$ cat src/rtl/pcu_pkg.sv
// -----------------------------------------------------------------------------
// pcu_pkg
// Shared types and constants for the six-instruction processor control unit.
//   - state_e  : FSM states; the 4-bit encodings appear on OutState for debug.
//   - opcode_e : IR[15:12] opcodes.
//   - ALU_*    : ALU_s0 select codes understood by the datapath.
//   - IR_*     : bit positions of the instruction fields.
//   - decode_next() : maps an opcode to the execute state entered from Decode.
// Optional feature macro: PCU_ILLEGAL_TRAP_EN. When it is defined, illegal
// opcodes trap into ST_ILLEGAL. When it is undefined, they execute as NOOP.
// -----------------------------------------------------------------------------
package pcu_pkg;

    typedef enum logic [3:0] {
        ST_INIT    = 4'h0,
        ST_FETCH   = 4'h1,
        ST_DECODE  = 4'h2,
        ST_NOOP    = 4'h3,
        ST_STORE   = 4'h4,
        ST_LOADA   = 4'h5,
        ST_LOADB   = 4'h6,
        ST_ADD     = 4'h7,
        ST_SUB     = 4'h8,
        ST_HALT    = 4'h9
`ifdef PCU_ILLEGAL_TRAP_EN
        ,
        ST_ILLEGAL = 4'hF
`endif
    } state_e;

    typedef enum logic [3:0] {
        OP_NOOP  = 4'h0,
        OP_STORE = 4'h1,
        OP_LOAD  = 4'h2,
        OP_ADD   = 4'h3,
        OP_SUB   = 4'h4,
        OP_HALT  = 4'h5
    } opcode_e;

    localparam logic [2:0] ALU_PASS = 3'b000;
    localparam logic [2:0] ALU_ADD  = 3'b001;
    localparam logic [2:0] ALU_SUB  = 3'b010;

    // Instruction field positions.
    localparam int IR_OP_HI   = 15;
    localparam int IR_OP_LO   = 12;
    localparam int IR_RD_HI   = 11;  // destination / STORE source / LOAD target
    localparam int IR_RD_LO   = 8;
    localparam int IR_ADDR_HI = 7;   // 8-bit data-memory address
    localparam int IR_ADDR_LO = 0;
    localparam int IR_RA_HI   = 7;   // ALU operand A register
    localparam int IR_RA_LO   = 4;
    localparam int IR_RB_HI   = 3;   // ALU operand B register
    localparam int IR_RB_LO   = 0;

    // Execute state that follows Decode for a given opcode.
    function automatic state_e decode_next(input logic [3:0] op);
        case (opcode_e'(op))
            OP_NOOP:  return ST_NOOP;
            OP_STORE: return ST_STORE;
            OP_LOAD:  return ST_LOADA;
            OP_ADD:   return ST_ADD;
            OP_SUB:   return ST_SUB;
            OP_HALT:  return ST_HALT;
`ifdef PCU_ILLEGAL_TRAP_EN
            default:  return ST_ILLEGAL;
`else
            default:  return ST_NOOP;
`endif
        endcase
    endfunction

endpackage

$ cat src/rtl/pcu_program_counter.sv
// -----------------------------------------------------------------------------
// pcu_program_counter
// Program counter register for the control unit. A synchronous clear returns
// the counter to 0. An increment adds 1 and wraps silently at 2**PC_W.
// Ports:
//   clk_i  in   clock, rising edge
//   clr_i  in   synchronous clear, active high (takes priority over inc_i)
//   inc_i  in   advance the counter by one
//   pc_o   out  current program counter (registered)
// -----------------------------------------------------------------------------
module pcu_program_counter #(
    parameter int PC_W = 7
) (
    input  logic            clk_i,
    input  logic            clr_i,
    input  logic            inc_i,
    output logic [PC_W-1:0] pc_o
);

    logic [PC_W-1:0] pc_q;
    logic [PC_W-1:0] pc_d;

    // Modulo addition gives the 127 -> 0 wrap without any extra logic.
    always_comb begin
        pc_d = pc_q;
        if (inc_i) begin
            pc_d = pc_q + PC_W'(1);
        end
    end

    // NOTE: sequential state uses non-blocking assignments only, so every
    // register samples pre-edge values and simulation matches hardware.
    always_ff @(posedge clk_i) begin
        if (clr_i) begin
            pc_q <= '0;
        end else begin
            pc_q <= pc_d;
        end
    end

    assign pc_o = pc_q;

endmodule

$ cat src/rtl/pcontrol_unit.sv
// -----------------------------------------------------------------------------
// pcontrol_unit
// Moore control unit for the six-instruction 16-bit processor. The unit fetches
// from the instruction ROM, latches the instruction in IR, decodes the opcode,
// and drives the PDataPath control inputs for a fixed number of cycles for
// each instruction.
// Ports:
//   Clock       in   system clock, rising edge
//   Reset       in   synchronous active-high reset
//   Instr       in   ROM read data (combinational in PC_Out)
//   PC_Out      out  ROM address
//   I_rd        out  ROM read strobe (Fetch only)
//   IR_Out      out  instruction register
//   D_addr      out  data-memory address
//   D_wr        out  data-memory write enable
//   RF_s        out  write-back select (1 = memory, 0 = ALU)
//   RF_W_addr   out  register-file write address
//   RF_W_en     out  register-file write enable
//   RF_Ra_addr  out  register-file read address A
//   RF_Rb_addr  out  register-file read address B
//   ALU_s0      out  ALU select
//   OutState    out  current state encoding (debug)
// Optional feature macro: PCU_ILLEGAL_TRAP_EN (illegal opcodes trap into the
// Illegal state, which reads 4'hF on OutState).
// -----------------------------------------------------------------------------
module pcontrol_unit
    import pcu_pkg::*;
#(
    parameter int PC_W = 7
) (
    input  logic            Clock,
    input  logic            Reset,
    input  logic [15:0]     Instr,
    output logic [PC_W-1:0] PC_Out,
    output logic            I_rd,
    output logic [15:0]     IR_Out,
    output logic [7:0]      D_addr,
    output logic            D_wr,
    output logic            RF_s,
    output logic [3:0]      RF_W_addr,
    output logic            RF_W_en,
    output logic [3:0]      RF_Ra_addr,
    output logic [3:0]      RF_Rb_addr,
    output logic [2:0]      ALU_s0,
    output logic [3:0]      OutState
);

    state_e      state_q;
    state_e      state_d;
    logic [15:0] ir_q;
    logic [15:0] ir_d;
    logic        pc_inc;

    // The PC advances only on the Fetch edge, so it holds steady from Decode
    // until the next Fetch.
    assign pc_inc = (state_q == ST_FETCH);

    pcu_program_counter #(
        .PC_W (PC_W)
    ) u_pc (
        .clk_i (Clock),
        .clr_i (Reset),
        .inc_i (pc_inc),
        .pc_o  (PC_Out)
    );

    assign ir_d = (state_q == ST_FETCH) ? Instr : ir_q;

    always_ff @(posedge Clock) begin
        if (Reset) begin
            state_q <= ST_INIT;
            ir_q    <= '0;
        end else begin
            state_q <= state_d;
            ir_q    <= ir_d;
        end
    end

    // Next-state logic and Moore output decode. The outputs depend only on
    // state_q and ir_q, so an enable that is high in the cycle of a reset edge
    // still acts at that edge.
    always_comb begin
        // NOTE: every output gets its default before the case statement, so
        // no path leaves a signal unassigned and no latch is inferred.
        state_d    = state_q;
        I_rd       = 1'b0;
        D_addr     = '0;
        D_wr       = 1'b0;
        RF_s       = 1'b0;
        RF_W_addr  = '0;
        RF_W_en    = 1'b0;
        RF_Ra_addr = '0;
        RF_Rb_addr = '0;
        ALU_s0     = ALU_PASS;

        case (state_q)
            ST_INIT: begin
                state_d = ST_FETCH;
            end
            ST_FETCH: begin
                I_rd    = 1'b1;
                state_d = ST_DECODE;
            end
            ST_DECODE: begin
                state_d = decode_next(ir_q[IR_OP_HI:IR_OP_LO]);
            end
            ST_NOOP: begin
                state_d = ST_FETCH;
            end
            ST_STORE: begin
                D_addr     = ir_q[IR_ADDR_HI:IR_ADDR_LO];
                RF_Ra_addr = ir_q[IR_RD_HI:IR_RD_LO];
                D_wr       = 1'b1;
                state_d    = ST_FETCH;
            end
            ST_LOADA: begin
                // The memory read is synchronous, so this cycle only presents
                // the address. The data is written back in LoadB.
                D_addr  = ir_q[IR_ADDR_HI:IR_ADDR_LO];
                state_d = ST_LOADB;
            end
            ST_LOADB: begin
                D_addr    = ir_q[IR_ADDR_HI:IR_ADDR_LO];
                RF_s      = 1'b1;
                RF_W_addr = ir_q[IR_RD_HI:IR_RD_LO];
                RF_W_en   = 1'b1;
                state_d   = ST_FETCH;
            end
            ST_ADD, ST_SUB: begin
                RF_Ra_addr = ir_q[IR_RA_HI:IR_RA_LO];
                RF_Rb_addr = ir_q[IR_RB_HI:IR_RB_LO];
                RF_W_addr  = ir_q[IR_RD_HI:IR_RD_LO];
                RF_W_en    = 1'b1;
                ALU_s0     = (state_q == ST_ADD) ? ALU_ADD : ALU_SUB;
                state_d    = ST_FETCH;
            end
            ST_HALT: begin
                state_d = ST_HALT;
            end
`ifdef PCU_ILLEGAL_TRAP_EN
            ST_ILLEGAL: begin
                state_d = ST_ILLEGAL;
            end
`endif
            default: begin
                state_d = ST_INIT;
            end
        endcase
    end

    assign IR_Out   = ir_q;
    assign OutState = state_q;

endmodule

$ cat config.mk
export PLATFORM = sky130hd
export DESIGN_NAME = pcontrol_unit
export DESIGN_NICKNAME = d
export VERILOG_FILES = /design/src/rtl/pcu_pkg.sv /design/src/rtl/pcu_program_counter.sv /design/src/rtl/pcontrol_unit.sv
export SDC_FILE = /design/constraint.sdc
export NUM_CORES = 1
export LEC_CHECK = 0
export ABC_AREA = 0
export CORE_MARGIN = 2
export CORE_UTILIZATION = 35
export DETAILED_ROUTE_END_ITERATION = 8
export HOLD_SLACK_MARGIN = 0.1
export PLACE_DENSITY_LB_ADDON = 0.05
export REMOVE_ABC_BUFFERS = 1
export SLEW_MARGIN = 20
export SYNTH_ARGS = -nofsm -noshare
export SYNTH_HDL_FRONTEND = slang
export SYNTH_SLANG_ARGS = --single-unit
$ cat constraint.sdc
create_clock -name Clock -period 2.2 [get_ports Clock]
set_clock_uncertainty 0.1 [all_clocks]
set_input_delay 0.44 -clock Clock [delete_from_list [all_inputs] [get_ports Clock]]
set_output_delay 0.44 -clock Clock [all_outputs]
set_load 0.02 [all_outputs]
**Word level (Yosys, flattened, before mapping)**

Cells that the tools add are included.

- Divide/modulo/power cells: 0
- Reduce and logical (&&, ||, !) cells: 5
- Eq/ne operators: 14
- Bitwise gates (word level): 0
- Muxes and demuxes: 12
- Shifts and indexed selects: 0
- $add $sub $neg: 1
- $mul: 0
- Order comparisons: 0

Operator list:

| kind | number |
|---|---|
| $pmux 4 s5 | 2 |
| $eq 4x3->1 const B | 6 |
| $eq 4x2->1 const B | 4 |
| $eq 4x1->1 const B | 2 |
| $eq 4x4->1 const B | 2 |
| $mux 4 | 2 |
| $mux 8 | 1 |
| $pmux 4 s2 | 1 |
| $add 7x1->7 const B | 1 |
| $reduce_or 3->1 | 2 |
| $reduce_or 6->1 | 1 |
| $logic_not 4->1 | 1 |
| $mux 1 | 4 |
| $mux 2 | 2 |
| $reduce_or 2->1 | 1 |

- Register bits: 27
- Word-level logic and storage cells: 35
- Memory bits (read-only): 0
- Latch bits: 0
- RAM bits: 0
- Memories: 0
- Input port bits: 18
- Output and inout bits: 54

**Logic depth before layout (Yosys ltp)**

Gate-level depths: netlist of run 1.

- Depth after elaboration: 3
- Gate-level depth with buffers: 7
- Depth with buffers taken out: 4

**Hierarchy**

A second synthesis of run 1 with hierarchy kept.

- Cells, all modules: 156
- Area, all modules: 1320.0 um^2

Modules (own cells, without submodules):

| module | instances | area an instance (um^2) | cells each | sequential area each (um^2) |
|---|---|---|---|---|
| pcontrol_unit | 1 | 1047.3 | 127 | 400.4 |
| pcu_program_counter | 1 | 272.8 | 29 | 140.1 |

**Least setup slack after synthesis of run 1**

No wires, ideal clock.

- Path type: reg-to-output
- Start point: register state_q[3], in the netlist OutState[3]
- End point: output RF_W_addr[0]
- Arrival: 1710 ps
- Stages on the path, launching flop included: 5
- Path buffers: 1
- Setup slack: -50 ps
- Required time: 1660 ps
- Cell sequence: dfxtp_1 buf_6 or4b_2 nand2_1 and2_1

- Word-level cells in the longest chain between the ends: 3
- Elaborated cells on any way between the ends: 5
- Classes of those cells: eq/ne: 3; mux: 1; reduce/logical: 1

RTL lines:

| element | RTL line | source |
|---|---|---|
| start, declared | pcontrol_unit.sv:48 | `state_e state_q;` |
| start signal, assigned | pcontrol_unit.sv:74 | `state_q <= state_d;` |
| $eq 4x3->1 or $eq 4x4->1 (tied branches) | pcontrol_unit.sv:96 | `case (state_q)` |
| $reduce_or 3->1 (no source line) (*) | -- |  |
| $mux 4 (*) | pcontrol_unit.sv:96 |  |
| end, declared | pcontrol_unit.sv:40 | `output logic [3:0] RF_W_addr,` |

Every way passes the cells marked *; elsewhere a longest branch is shown, timed or not.

**Worst setup path in the final report of run 1**

- Start point: register state_q[0], in the netlist OutState[0]
- End point: output RF_Rb_addr[1]

- Word-level cells in the longest chain between the ends: 3
- Elaborated cells on any way between the ends: 4
- Classes of those cells: eq/ne: 2; mux: 1; reduce/logical: 1

RTL lines:

| element | RTL line | source |
|---|---|---|
| $eq 4x3->1 or $eq 4x4->1 (tied branches) | pcontrol_unit.sv:96 |  |
| $reduce_or 2->1 (*) | pcontrol_unit.sv:96 |  |
| $mux 4 (*) | pcontrol_unit.sv:96 |  |
| end, declared | pcontrol_unit.sv:43 | `output logic [3:0] RF_Rb_addr,` |

Marks and branches as above.

==> out/results.tsv, run 1 <==
stage	metric	value	unit
cells_and_area	FF/Latch Area	543	sq um
die	die height	64.5	um
clocking	clock latency on the worst-skew pair	0.32	ns
cells_and_area	Filler Cell Count	326	
synth	library cells used by synthesis	37	
die	core region area	3420	sq um
die	Die Footprint	4160	sq um
timing	fmax	0.446	GHz
routing	Initial DRC Count	49	
grt	global routing usage on met1	18.9	%
grt	antenna violations before repair	0	
status	violated checks	setup timing	
run	Max-cap violations	0	
cells_and_area	non-filler instance count after layout	287	
power_and_ir_drop	VDD IR max	0.000252	V
timing	Tmin final	2.24	ns
synth	Yosys warning total	0	
placement	routability cong.	0.723	
status	outcome	finished, violations left	
timing	count of pins over their slew limit	0	
routing	via/cell ratio	4.86	
timing	Setup-failing EPs final	7	
timing	final hold vios	0	
synth	Seq/Total Area, Yosys	42.2	%
clocking	Root Buffer	clkbuf_4	
grt	number of global-route vias before repair	1312	
placement	HPWL Detailed	2460	um
worst_setup_path	Setup CP Type	reg -> out	
die	site row count	21	
cells_and_area	Layout area overhead	65.8	%
timing	PnR worst setup slack	-0.0407	ns
clocking	total CTS buffers	3	
synth	fraction of registers with async set or reset after synthesis	0	%
clocking	htree depth	1	
die	DIE WIDTH	64.5	um
cells_and_area	nets@finish	261	
clocking	clock buffer depth	2	
cells_and_area	area of the multi-input gates	718	sq um
grt	gr busiest metal	met2	
placement	Port Buffers	70	
cells_and_area	layout cells sized above 1	23.2	%
worst_setup_path	Arr. time, crit path	1.70	ns
grt	largest net degree at the start of global routing	28	
worst_setup_path	CP Capture Type	output pin	
placement	placed cell count	281	
timing	RSZ-0062 raised after global routing	true	
synth	Gate Count Post-Synth	163	
clocking	CTS tree	yes	
grt	grt met2 use	32.4	%
hold_path	worst hold path type	reg -> reg	
synth	post-synthesis cell area	1280	sq um
grt	M3 GR Usage	3.13	%
die	IO Pins	72	
die	Initial Util	37.5	%
timing	Period Utilization, post-route	102	%
routing	DRC violations left	0	
synth	flops & latches, synth	27	
routing	Routed wire per std cell	12.1	um
grt	first-pass GRT wire length	5690	um
cells_and_area	final core occ	62.2	%
routing	drt pass-1 iters	6	
grt	GRT Overall Usage	16.9	%
worst_setup_path	Worst Path Max Fanout	7	
grt	GR Overflow Total	0	
cells_and_area	n_diodes	0	
clocking	clk sinks	27	
synth	Top FF cell, synth	dfxtp_1	
clocking	Worst-path clk slew	0.15	ns
placement	DP Area	2070	sq um
power_and_ir_drop	pwr dens	508	nW/um^2
routing	vias	1394	
worst_setup_path	Worst Path Required	1.66	ns
routing	final wirelength	3480	um
synth	Synth Area per Inst	7.86	sq um
worst_setup_path	CP startpoint kind	register	
routing	ANT nets after route	0	
synth	EDFF count, synth	0	
timing	final setup TNS	-0.222	ns
cells_and_area	post-route cell area	2120	sq um
power_and_ir_drop	Static Leak	0.000876	uW
[cell usage in the layout (no fill, tap or decap), types with 3 or more instances in the layout]
master,n
buf_6,14
dfxtp_1,25
o21ai_0,4
or4_1,3
inv_1,3
clkbuf_4,3
and2_1,9
nor2_1,4
nand2_1,36
a22o_1,4
buf_2,9
a21oi_1,23
clkdlybuf4s50_1,44
and2_4,7
nand3_1,3
buf_4,13
or3_1,4
[cell usage after synthesis (2+ instances only)]
master / number / share of area (%)
nand3b_1: 2 / 1.2
or4_1: 3 / 1.8
nor3_1: 2 / 0.78
nand3_1: 3 / 1.2
or3_1: 4 / 2.0
nand2b_1: 3 / 1.5
buf_2: 2 / 0.78
a22o_1: 4 / 2.7
nand2_1: 37 / 11
clkbuf_1: 4 / 1.2
and2_1: 16 / 7.8
o21ai_0: 4 / 1.6
o31ai_1: 2 / 1.2
dfxtp_1: 27 / 42
inv_1: 3 / 0.88
a21oi_1: 23 / 9.0
nor2_1: 4 / 1.2
[flip-flops by register name, indices dropped and copies added (netlist names)]
signal / cells
OutState: 4
u_pc.pc_o: 7
IR_Out: 16
[cells by family after synthesis]
logic type	share of synthesized area, %
AND/OR/NAND/NOR	32.2
AO/OA/AOI/OAI	18.1
flip-flops	42.2
buffers and inverters	4.88
XOR/XNOR	1.37
adder cells (fa/ha/maj)	0.976
other	0.293
[cell type report]
class / instances / share of cell area (%)
Tap cell: 46 / 2.71
Timing Repair Buffer: 83 / 35.9
Clock inverter: 1 / 0.236
Clock buffer: 3 / 1.06
Multi-Input combinational cell: 123 / 33.8
Sequential cell: 27 / 25.6
Inverter: 4 / 0.707
[what timing repair did]
| item | in CTS | in global routing |
|---|---|---|
| pin swaps | 5 | 1 |
| buffers inserted | 2 | 0 |
| resized for setup | 117 | 23 |
| setup endpoints to repair | 26 | 23 |
| hold buffers | 0 | 0 |
| endpoints found under the hold margin | 0 | 0 |
[path summary, 6_finish.rpt]
path,endpoint,slack [ns],cells after the start,startpoint
hold / removal,IR_Out[3],0.40,2,IR_Out[3]
setup reg to reg,u_pc.pc_o[5],0.10,5,OutState[1]
hold reg to reg,IR_Out[3],0.40,2,IR_Out[3]
setup / recovery,RF_Rb_addr[1],-0.04,5,OutState[0]
[critical path, stage by stage (launching register included)]
cell	delay, ns
dfxtp_2	0.34
or4b_4	0.56
nand2b_4	0.13
buf_4	0.11
and2_4	0.13
buf_6	0.11
[where the power goes]
group	internal (uW)	switching [uW]
Sequential	526	35.1
Combinational	146	158
Clock	68.1	147
[per-layer routing]
metal	part of all wire, %	vias to the layer above
met5	0	-
met4	0.52	0
met3	6.1	2
met2	50	54
met1	44	629
li1	-	709
[through the flow]
stage,hold slack [ns],power (uW),setup slack (ns)
global placement,0.361,868,-0.321
global route,0.423,1160,-0.130
finish,0.395,1080,-0.0407
CTS,0.400,1090,-0.0590
floorplan,0.409,710,-0.0284
detailed placement,0.377,873,-0.389
No activity file was read; power rests on OpenSTA's default activity.
==> inputs of run 2 (changes only) <==
--- a/config.mk
+++ b/config.mk
@@ -11,7 +11,6 @@
 export DETAILED_ROUTE_END_ITERATION = 8
 export HOLD_SLACK_MARGIN = 0.1
 export PLACE_DENSITY_LB_ADDON = 0.05
-export REMOVE_ABC_BUFFERS = 1
 export SLEW_MARGIN = 20
 export SYNTH_ARGS = -nofsm -noshare
 export SYNTH_HDL_FRONTEND = slang
==> out/results.tsv, run 2 (synthesized netlist as in run 1, its figures left out) <==
stage	metric	value	unit
routing	Routed wire per std cell	13.2	um
cells_and_area	n_diodes	0	
timing	Setup-failing EPs final	4	
power_and_ir_drop	VDD IR max	0.000348	V
timing	fmax	0.449	GHz
die	Initial Util	37.5	%
die	die height	64.5	um
status	outcome	finished, violations left	
status	violated checks	setup timing	
routing	via/cell ratio	4.87	
clocking	htree depth	1	
cells_and_area	most frequent cells in the layout	clkdlybuf4s50_1, nand2_1, dfxtp_1	
power_and_ir_drop	sw frac	31.2	%
worst_setup_path	Setup CP Type	reg -> out	
timing	Period Utilization, post-route	101	%
die	DIE WIDTH	64.5	um
power_and_ir_drop	sequential share of power	52.1	%
die	IO Pins	72	
routing	final wirelength	3770	um
routing	vias	1394	
power_and_ir_drop	Psw	336	uW
die	site row count	21	
grt	GRT Overall Usage	17.9	%
routing	ANT nets after route	0	
cells_and_area	non-filler instance count after layout	286	
placement	HPWL Detailed	2750	um
timing	final hold vios	0	
worst_setup_path	CP Capture Type	output pin	
power_and_ir_drop	clock share of power	19.4	%
clocking	Worst-path clk slew	0.14	ns
routing	Initial DRC Count	68	
worst_setup_path	Worst Path Required	1.66	ns
die	Die Footprint	4160	sq um
cells_and_area	Layout area overhead	65.9	%
worst_setup_path	CP startpoint kind	register	
clocking	clk sinks	27	
clocking	CTS Hold Bufs	0	
power_and_ir_drop	pwr dens	507	nW/um^2
placement	placed cell count	281	
grt	first-pass GRT wire length	5950	um
worst_setup_path	Arr. time, crit path	1.69	ns
timing	count of pins over their slew limit	0	
placement	Setup Slack @ Placement	-0.364	ns
clocking	total CTS buffers	3	
placement	routability cong.	0.748	
clocking	CTS tree	yes	
placement	Port Buffers	70	
worst_setup_path	Worst Path Max Fanout	5	
clocking	clock latency on the worst-skew pair	0.31	ns
timing	Tmin final	2.23	ns
grt	largest net degree at the start of global routing	28	
power_and_ir_drop	Int Power	741	uW
cells_and_area	nets@finish	260	
clocking	Root Buffer	clkbuf_4	
clocking	clock buffer depth	2	
grt	GR Overflow Total	0	
power_and_ir_drop	Static Leak	0.000870	uW
grt	antenna violations before repair	0	
timing	RSZ-0062 raised after global routing	true	
power_and_ir_drop	Gate power share	28.5	%
run	Max-cap violations	0	
cells_and_area	max reg flops	16	
hold_path	worst hold path type	reg -> reg	
die	core region area	3420	sq um
cells_and_area	most common cell after layout, fill and taps aside	clkdlybuf4s50_1	
cells_and_area	Filler Cell Count	321	
timing	PnR worst setup slack	-0.0272	ns
routing	DRC violations left	0	
synth	Mapped Nets	182	
cells_and_area	layout cells sized above 1	23.8	%
grt	number of global-route vias before repair	1268	
routing	drt pass-1 iters	4	
[run 2: cell types whose count changed in the layout (fill, tap and decap cells not counted)]
cell and delta:
buf_6 -1, buf_2 -1, and2_4 +1, clkbuf_1 +1, nor3_2 +1, buf_4 +1
a21oi_2 +1, a21oi_1 -1, clkinv_2 -1, nor3_1 -1, and2_1 -1
[run 2: area by class of cell]
class | instances | area (sq um) | share of cell area, %
sequential | 27 | 543 | 25.5
tap | 46 | 57.6 | 2.71
inverter | 4 | 15.0 | 0.706
timing repair buffer | 82 | 754 | 35.5
multi-input combinational | 123 | 729 | 34.3
clock buffer | 4 | 26.3 | 1.24
[run 2: worst paths after layout]
| kind | start | end | slack [ns] | depth (start not counted) |
|---|---|---|---|---|
| worst min register to register | IR_Out[0] | IR_Out[0] | 0.39 | 2 |
| worst max register to register | OutState[1] | u_pc.pc_o[5] | 0.08 | 5 |
| worst min-delay path | IR_Out[0] | IR_Out[0] | 0.39 | 2 |
| worst max-delay path | OutState[2] | RF_W_addr[2] | -0.03 | 5 |
[run 2: worst max-delay path, cell delays in order, from the launching register on]
cell and delay (ns):
dfxtp_2 0.34, or4b_4 0.56, buf_6 0.14, nand2_4 0.08, and2_4 0.15, buf_6 0.11
[run 2: what timing repair did]
action,4_1_cts,5_1_grt
resized for setup,119,22
setup buffers,1,0
setup endpoints to repair,26,17
pin swaps,2,6
[run 2: metal layers]
layer / GRT usage [%] / part of all wire (%) / wire length, um / vias to the layer above
met5: 0 / 0 / 0 / -
met2: 34.1 / 52 / 1970 / 32
li1: - / - / - / 709
met3: 2.08 / 3.8 / 143 / 2
met4: 4.79 / 0.40 / 15 / 0
met1: 21.0 / 44 / 1640 / 651
[run 2: through the flow]
| stage | cell area, sq um | setup TNS, ns | power (uW) | hold slack, ns | utilization [%] |
|---|---|---|---|---|---|
| 3_5_place_dp | 2080 | -4.44 | 878 | 0.374 | 61.0 |
| 3_3_place_gp | 2080 | -4.10 | 870 | 0.363 | 61.0 |
| 6_report | 2130 | -0.0925 | 1080 | 0.394 | 62.2 |
| 4_1_cts | 2070 | -0.175 | 1090 | 0.392 | 60.6 |
| 2_1_floorplan | 1290 | -0.0206 | 726 | 0.450 | - |
| 5_1_grt | 2130 | -0.760 | 1140 | 0.430 | 62.2 |
[run 2: power by group through the flow]
stage                     combinational [uW]  sequential [uW]  clock (uW)
after floorplan                          113              613           0
after global placement                   302              568           0
after detailed placement                 308              571           0
after CTS                                310              561         222
after global routing                     332              567         237
final                                    307              561         209
==> inputs of run 3 (changes only) <==
--- a/config.mk
+++ b/config.mk
@@ -11,7 +11,6 @@
 export DETAILED_ROUTE_END_ITERATION = 8
 export HOLD_SLACK_MARGIN = 0.1
 export PLACE_DENSITY_LB_ADDON = 0.05
-export SLEW_MARGIN = 20
 export SYNTH_ARGS = -nofsm -noshare
 export SYNTH_HDL_FRONTEND = slang
 export SYNTH_SLANG_ARGS = --single-unit
==> results of run 3 <==
Final layout, timing and power as in run 2 (identical DEF).
